File: config.mk
export PLATFORM = sky130hd
export DESIGN_NAME = mips_fetch_unit_flat
export DESIGN_NICKNAME = d
export VERILOG_FILES = /design/src/rtl/mips_fetch_pkg.sv /design/src/rtl/mips_fetch_unit_if.sv /design/src/rtl/fetch_next_pc.sv /design/src/rtl/mips_fetch_unit.sv /design/src/flat_wrapper.sv
export SDC_FILE = /design/constraint.sdc
export NUM_CORES = 1
export LEC_CHECK = 0
export CAP_MARGIN = 20
export CORE_ASPECT_RATIO = 1.25
export CORE_MARGIN = 3
export CORE_UTILIZATION = 45
export DETAILED_ROUTE_END_ITERATION = 16
export PLACE_DENSITY = 0.74
export SYNTH_ARGS = -nofsm -noshare
export SYNTH_HDL_FRONTEND = slang
export SYNTH_SLANG_ARGS = --single-unit
File: constraint.sdc
create_clock -name clk -period 4.8 [get_ports clk]
set_input_delay 0.96 -clock clk [delete_from_list [all_inputs] [get_ports clk]]
set_output_delay 0.96 -clock clk [all_outputs]
set_load 0.005 [all_outputs]
File: src/rtl/mips_fetch_pkg.sv
// Shared types and constants for the MIPS instruction fetch unit.
// Optional feature macro: MIPS_FETCH_PERF_CNT_EN (see mips_fetch_unit).
package mips_fetch_pkg;

  localparam int ADDR_W  = 32;
  localparam int INSTR_W = 32;
  localparam int FIELD_W = 6;

  // Sequential fetch advances one 32-bit word.
  localparam logic [ADDR_W-1:0] PC_STEP = 32'd4;

  // Instruction field bit ranges.
  localparam int OP_HI  = 31;
  localparam int OP_LO  = 26;
  localparam int FN_HI  = 5;
  localparam int FN_LO  = 0;
  localparam int IMM_HI = 15;
  localparam int IMM_LO = 0;
  localparam int JT_HI  = 25;
  localparam int JT_LO  = 0;

  typedef enum logic [1:0] {
    IDLE,
    REQ,
    WAIT,
    HOLD
  } state_t;

  // Branch displacement: sign-extended word offset converted to a byte offset.
  function automatic logic [ADDR_W-1:0] branch_offset(input logic [IMM_HI:IMM_LO] imm);
    return {{(ADDR_W - 18){imm[IMM_HI]}}, imm, 2'b00};
  endfunction

endpackage

File: src/rtl/mips_fetch_unit_if.sv
// Fetch unit bus: instruction memory request/response, the instruction
// handed to decode, and the redirect controls returned from decode/control.
interface mips_fetch_unit_if;
  import mips_fetch_pkg::*;

  // Instruction memory side.
  logic               imem_req;
  logic [ADDR_W-1:0]  imem_addr;
  logic [INSTR_W-1:0] imem_rdata;
  logic               imem_valid;

  // Decode side.
  logic [INSTR_W-1:0] instr;
  logic [FIELD_W-1:0] op_code;
  logic [FIELD_W-1:0] function_code;
  logic               instr_valid;
  logic [ADDR_W-1:0]  pc;
  logic               decode_ready;
  logic               is_branch;
  logic               branch_taken;
  logic               is_jump;

  // The fetch unit drives requests and the held instruction.
  modport master (
    output imem_req, imem_addr, instr, op_code, function_code, instr_valid, pc,
    input  imem_rdata, imem_valid, decode_ready, is_branch, branch_taken, is_jump
  );

  // Memory and decode/control on the far side of the bus.
  modport slave (
    input  imem_req, imem_addr, instr, op_code, function_code, instr_valid, pc,
    output imem_rdata, imem_valid, decode_ready, is_branch, branch_taken, is_jump
  );

endinterface

File: src/rtl/fetch_next_pc.sv
// Combinational next-PC selection: jump, then taken branch, then pc+4.
// All arithmetic wraps modulo 2^32.
module fetch_next_pc
  import mips_fetch_pkg::*;
(
  input  logic [ADDR_W-1:0]  pc,
  input  logic [INSTR_W-1:0] instr,
  input  logic               is_jump,
  input  logic               is_branch,
  input  logic               branch_taken,
  output logic [ADDR_W-1:0]  next_pc
);

  logic [ADDR_W-1:0] pc4;

  // The opcode field plays no part in target arithmetic; control logic
  // has already classified the instruction through is_jump/is_branch.
  logic unused_opcode;
  assign unused_opcode = ^instr[OP_HI:OP_LO];

  assign pc4 = pc + PC_STEP;

  // Redirect priority: a jump wins even when is_branch is also high.
  always_comb begin
    // NOTE: assign a default before any branch so every path drives
    // next_pc; an uncovered path would infer a latch.
    next_pc = pc4;
    if (is_jump) begin
      next_pc = {pc4[ADDR_W-1:ADDR_W-4], instr[JT_HI:JT_LO], 2'b00};
    end else if (is_branch && branch_taken) begin
      next_pc = pc4 + branch_offset(instr[IMM_HI:IMM_LO]);
    end
  end

endmodule

File: src/rtl/mips_fetch_unit.sv
// MIPS instruction fetch sequencer: holds the PC, issues one outstanding
// instruction memory request at a time, and hands the fetched word to
// decode under a valid/ready handshake. Decode's accept cycle redirects
// the PC via fetch_next_pc.
// Optional feature macro: MIPS_FETCH_PERF_CNT_EN adds retired_count and
// stall_count performance counter outputs.
module mips_fetch_unit
  import mips_fetch_pkg::*;
#(
  parameter int unsigned       PC_WIDTH = 32,
  parameter logic [ADDR_W-1:0] RESET_PC = 32'h0000_0000
) (
  input  logic              clk,
  input  logic              reset,
  mips_fetch_unit_if.master bus
`ifdef MIPS_FETCH_PERF_CNT_EN
  ,
  output logic [31:0]       retired_count,
  output logic [31:0]       stall_count
`endif
);

  state_t               state_q;
  state_t               state_d;
  logic [PC_WIDTH-1:0]  pc_q;
  logic [INSTR_W-1:0]   instr_q;
  logic                 instr_valid_q;
  logic [PC_WIDTH-1:0]  next_pc;
  logic                 accept;
  logic                 capture;

  // Downstream takes the held instruction this cycle.
  assign accept = instr_valid_q & bus.decode_ready;

  fetch_next_pc u_next_pc (
    .pc           (pc_q),
    .instr        (instr_q),
    .is_jump      (bus.is_jump),
    .is_branch    (bus.is_branch),
    .branch_taken (bus.branch_taken),
    .next_pc      (next_pc)
  );

  // State register; reset wins over every other event, including mid-WAIT.
  always_ff @(posedge clk) begin
    // NOTE: non-blocking assignments let every flop sample pre-edge values,
    // independent of the order the always blocks are evaluated in.
    if (reset) begin
      state_q <= IDLE;
    end else begin
      state_q <= state_d;
    end
  end

  // Next-state decode; a response is only captured while in WAIT, so
  // imem_valid in any other state (e.g. a stale reply after reset) is dropped.
  always_comb begin
    state_d = state_q;
    capture = 1'b0;
    unique case (state_q)
      IDLE: state_d = REQ;
      REQ:  state_d = WAIT;
      WAIT: begin
        if (bus.imem_valid) begin
          capture = 1'b1;
          state_d = HOLD;
        end
      end
      HOLD: begin
        if (accept) begin
          state_d = REQ;
        end
      end
      default: state_d = IDLE;
    endcase
  end

  // PC, held instruction and valid flag; all stable in HOLD until accept.
  always_ff @(posedge clk) begin
    if (reset) begin
      pc_q          <= RESET_PC;
      instr_q       <= '0;
      instr_valid_q <= 1'b0;
    end else begin
      if (capture) begin
        instr_q       <= bus.imem_rdata;
        instr_valid_q <= 1'b1;
      end
      if (accept) begin
        pc_q          <= next_pc;
        instr_valid_q <= 1'b0;
      end
    end
  end

`ifdef MIPS_FETCH_PERF_CNT_EN
  // Retired-instruction and decode-stall counters; both wrap at 2^32.
  always_ff @(posedge clk) begin
    if (reset) begin
      retired_count <= '0;
      stall_count   <= '0;
    end else begin
      if (accept) begin
        retired_count <= retired_count + 32'd1;
      end
      if (instr_valid_q && !bus.decode_ready) begin
        stall_count <= stall_count + 32'd1;
      end
    end
  end
`endif

  // The address bus always carries the PC, so it already equals RESET_PC
  // out of reset and is valid whenever imem_req pulses in REQ.
  assign bus.imem_req      = (state_q == REQ);
  assign bus.imem_addr     = pc_q;
  assign bus.instr         = instr_q;
  assign bus.op_code       = instr_q[OP_HI:OP_LO];
  assign bus.function_code = instr_q[FN_HI:FN_LO];
  assign bus.instr_valid   = instr_valid_q;
  assign bus.pc            = pc_q;

endmodule

File: src/flat_wrapper.sv
// flat-port wrapper written by rule: the top's interface ports become plain ports
module mips_fetch_unit_flat import mips_fetch_pkg::*;
#(
  parameter int unsigned       PC_WIDTH = 32,
  parameter logic [ADDR_W-1:0] RESET_PC = 32'h0000_0000
)
  (clk, reset, bus_imem_req, bus_imem_addr, bus_instr, bus_op_code, bus_function_code, bus_instr_valid, bus_pc, bus_imem_rdata, bus_imem_valid, bus_decode_ready, bus_is_branch, bus_branch_taken, bus_is_jump);
  mips_fetch_unit_if bus_i ();
  input  logic clk;
  input  logic reset;
  output wire logic [$bits(bus_i.imem_req)-1:0] bus_imem_req;
  output wire logic [$bits(bus_i.imem_addr)-1:0] bus_imem_addr;
  output wire logic [$bits(bus_i.instr)-1:0] bus_instr;
  output wire logic [$bits(bus_i.op_code)-1:0] bus_op_code;
  output wire logic [$bits(bus_i.function_code)-1:0] bus_function_code;
  output wire logic [$bits(bus_i.instr_valid)-1:0] bus_instr_valid;
  output wire logic [$bits(bus_i.pc)-1:0] bus_pc;
  input wire logic [$bits(bus_i.imem_rdata)-1:0] bus_imem_rdata;
  input wire logic [$bits(bus_i.imem_valid)-1:0] bus_imem_valid;
  input wire logic [$bits(bus_i.decode_ready)-1:0] bus_decode_ready;
  input wire logic [$bits(bus_i.is_branch)-1:0] bus_is_branch;
  input wire logic [$bits(bus_i.branch_taken)-1:0] bus_branch_taken;
  input wire logic [$bits(bus_i.is_jump)-1:0] bus_is_jump;
  assign bus_imem_req = bus_i.imem_req;
  assign bus_imem_addr = bus_i.imem_addr;
  assign bus_instr = bus_i.instr;
  assign bus_op_code = bus_i.op_code;
  assign bus_function_code = bus_i.function_code;
  assign bus_instr_valid = bus_i.instr_valid;
  assign bus_pc = bus_i.pc;
  assign bus_i.imem_rdata = bus_imem_rdata;
  assign bus_i.imem_valid = bus_imem_valid;
  assign bus_i.decode_ready = bus_decode_ready;
  assign bus_i.is_branch = bus_is_branch;
  assign bus_i.branch_taken = bus_branch_taken;
  assign bus_i.is_jump = bus_is_jump;
  mips_fetch_unit #(.PC_WIDTH(PC_WIDTH), .RESET_PC(RESET_PC)) u_core (.clk(clk), .reset(reset), .bus(bus_i));
endmodule
==> key figures <==
Status
  • Status: complete, no violations

Drt
  • Average wire per standard cell: 18.1 µm
  • Via count: 5637
  • DR pass1 iterations: 5
  • Via density: 5.68
  • Final ANT Viol Nets: 0
  • # DRC: 0
  • Number of DRC markers in iteration 0: 332
  • Total Wirelength: 17900 µm

STA
  • Slew Limit Headroom: 47.8%
  • Minimum clock period: 4.49 ns
  • Unrepaired setup endpoints after global routing: false
  • Peak Freq: 223 MHz
  • Fin. max-slew vios: 0
  • Clk_skew: 0.00740 ns
  • Final Cycle Share: 93.5%
  • Final setup vio count: 0
  • WHS: 0.474 ns
  • Worst-Margin Slew: 0.781 ns
  • Hold Fails Final Rpt: 0
  • TNS Setup: 0 ns

GRT
  • Antenna violations before repair: 0
  • First-pass GRT wire length: 28300 µm
  • Grt ovf: 0
  • GRT Total Usage: 26.0%
  • Vias in the first global route: 5445
  • Maximum number of pins on one net before global-route repair: 38

Clock network
  • Num CTS Buffers: 9
  • Clk buf depth: 2
  • CTS tree: yes
  • Clock sinks: 65
  • Root Driver: clkbuf_16
  • H-tree depth: 3
  • Post-CTS setup buffers: 0
  • Clk_lat worst skew: 0.33 ns
  • Worst-path clk slew: 0.06 ns
  • Hold buffers post-CTS: 0
  • Post-CTS sizing: 0

Logic synthesis
  • Ys async rst share: 0%
  • Synth top area cells: dfxtp_1, ha_1, nand2_1, a21oi_1, buf_4
  • Mapped Avg Cell Area: 7.40 µm²
  • Mapped Cells: 733
  • Number of synthesized flops with an enable pin: 0
  • Ys Warns: 0
  • Yosys reg bits: 65
  • Top cell type's share of synthesized area: 24.0%
  • Cell Area, Synth: 0.00542 mm²
  • Yosys cell types: 63
  • Yosys top cell by area: dfxtp_1
  • Top FF cell, synth: dfxtp_1
  • Sequential area share after synthesis: 24.0%

Cells and area
  • Diodes inserted: 0
  • Final nets: 908
  • Area delta synth->final: 28.9%
  • Share of post-route cells with drive strength above 1: 4.93%

Critical path
  • Critical path data arrival time: 4.70 ns
  • Worst path top cell family by delay: simple AND/OR/NAND/NOR gates
  • Critical Path Sink Type: flop
  • CP most frequent cell: or3_1
  • Critical path's largest stage delay: 0.53 ns
  • Crit-path cells: and4_1 > and3_4 > nand3_4 > or3_1 > or3_1 > nand2_1 > ha_1 > a21o_1 > a21oi_1 > o21ai_0 > a31oi_1 > mux2i_1 > a41oi_1 > o311ai_1 > nor3b_1 > or4_1
  • Worst Path Max Fanout: 9
  • Startpoint class of the critical path: flop
  • Register-to-register setup slack: 0.31 ns
  • WP data required: 5.01 ns
  • Critical path class: flop to flop
  • Critical-path top delay cell: or3_1
  • Crit path buf inv count: 0

Power and ir drop
  • P per Cell Area: 254 mW/mm²
  • Standby leakage power: 2.73 nW
  • Max rail drop VDD: 0.272 mV

Die
  • Boundary Pins: 149
  • Initial core utilization: 46.5%
  • Die H: 129 µm
  • DIE AREA: 0.0134 mm²
  • Die Wd: 104 µm
  • Row count: 44
  • Core Area: 0.0117 mm²

Flow run
  • Max-cap viol count: 0

Placed design
  • Port bufs: 144
  • RePlAce Congestion: 0.949
  • DP Wirelength: 13400 µm

Hold path
  • Min-Delay Path Class: flop to flop
[cell type report]
class,instances,area (µm²)
Multi-Input combinational cell,576,3600
Sequential cell,65,1300
Fill cell,1120,4680
Clock buffer,9,225
Inverter,15,56.3
Tap cell,161,201
Clock inverter,7,47.5
Timing Repair Buffer,160,1560
[where the power goes]
part	internal (mW)	switching, mW
clock network	0.348	0.263
registers	0.587	0.0619
logic	0.250	0.263
[worst register-to-register path, cell delays in order, from the launching register on]
cell and delay (ns):
dfxtp_1 0.46, and4_1 0.29, and3_4 0.24, nand3_4 0.08, or3_1 0.53, or3_1 0.42
nand2_1 0.08, ha_1 0.31, a21o_1 0.22, a21oi_1 0.19, o21ai_0 0.11, a31oi_1 0.27
mux2i_1 0.11, a41oi_1 0.18, o311ai_1 0.18, nor3b_1 0.19, or4_1 0.50
[per-stage QoR]
stage | cell area, µm² | cells | setup slack, ns | util (%) | total power [mW]
finish | 6990 | 993 | 0.313 | 59.9 | 1.77
global route | 6990 | 993 | 0.0399 | 59.9 | 1.86
CTS | 6980 | 992 | 0.349 | 59.8 | 1.78
detailed placement | 6700 | 976 | 0.369 | 57.4 | 1.16
global placement | 6700 | 976 | 0.467 | 57.4 | 1.15
floorplan | 5440 | 736 | 0.672 | - | 0.944
[cell families (layout without fill, tap and decap cells)]
logic type                 count (synthesis)  count (layout)  share of synthesized area (%)
xor gates and xnor gates                  49              49                           7.91
buffers and inverters                     95             191                           9.92
DFF                                       65              65                           24.0
adders and majority gates                 42              42                           9.83
AOI/OAI and AO/OA                        214             214                           25.6
other                                      1               4                         0.0691
muxes                                      3               3                          0.554
and+or+nand+nor                          264             264                           22.1
[per-layer routing]
layer  GRT usage [%]  wire length, µm  part of all wire [%]  vias to the layer above
li1                -                -                     -                     2753
met1            32.1             7410                    41                     2628
met2            45.3             8890                    50                      217
met3            3.81             1110                   6.2                       39
met4            11.3              532                   3.0                        0
met5               0                0                     0                        -
[final timing paths]
kind,start,endpoint,depth (start not counted)
worst max-delay path,u_core.bus.imem_addr[8],u_core.bus.imem_addr[31],16
worst min-delay path,u_core.bus.instr[29],u_core.bus.instr[29],2
worst max register to register,u_core.bus.imem_addr[8],u_core.bus.imem_addr[31],16
worst min register to register,u_core.bus.instr[29],u_core.bus.instr[29],2
[cells in the final DEF, fill, tap and decap left out, drive strengths merged, types with 17 or more instances in the layout]
cell / instances
a21o: 23
a21oi: 80
buf: 17
clkdlybuf4s50: 143
dfxtp: 65
ha: 41
nand2: 129
nand3: 24
nor2: 51
o211ai: 21
o21ai: 23
xnor2: 32
xor2: 17
[state kept, by name, indices dropped and copies added (netlist names)]
name / flops
u_core.bus.instr: 32
u_core.bus.instr_valid: 1
u_core.bus.imem_addr: 30
u_core.state_q: 2
[synthesized netlist by cell type, types with 7 or more instances]
cell      number
nor3_1        15
nand4_1        8
nand2_1      129
buf_4         46
xor2_1        17
inv_1         14
a211oi_1       8
a21o_1        23
buf_1          7
a21oi_1       79
clkbuf_1      25
xnor2_1       32
o211ai_1      21
o21a_1        10
ha_1          41
a31oi_1        9
nand3_1       23
o21ai_0       22
dfxtp_1       65
nor2_1        50
(Power assumes the default switching activity.)
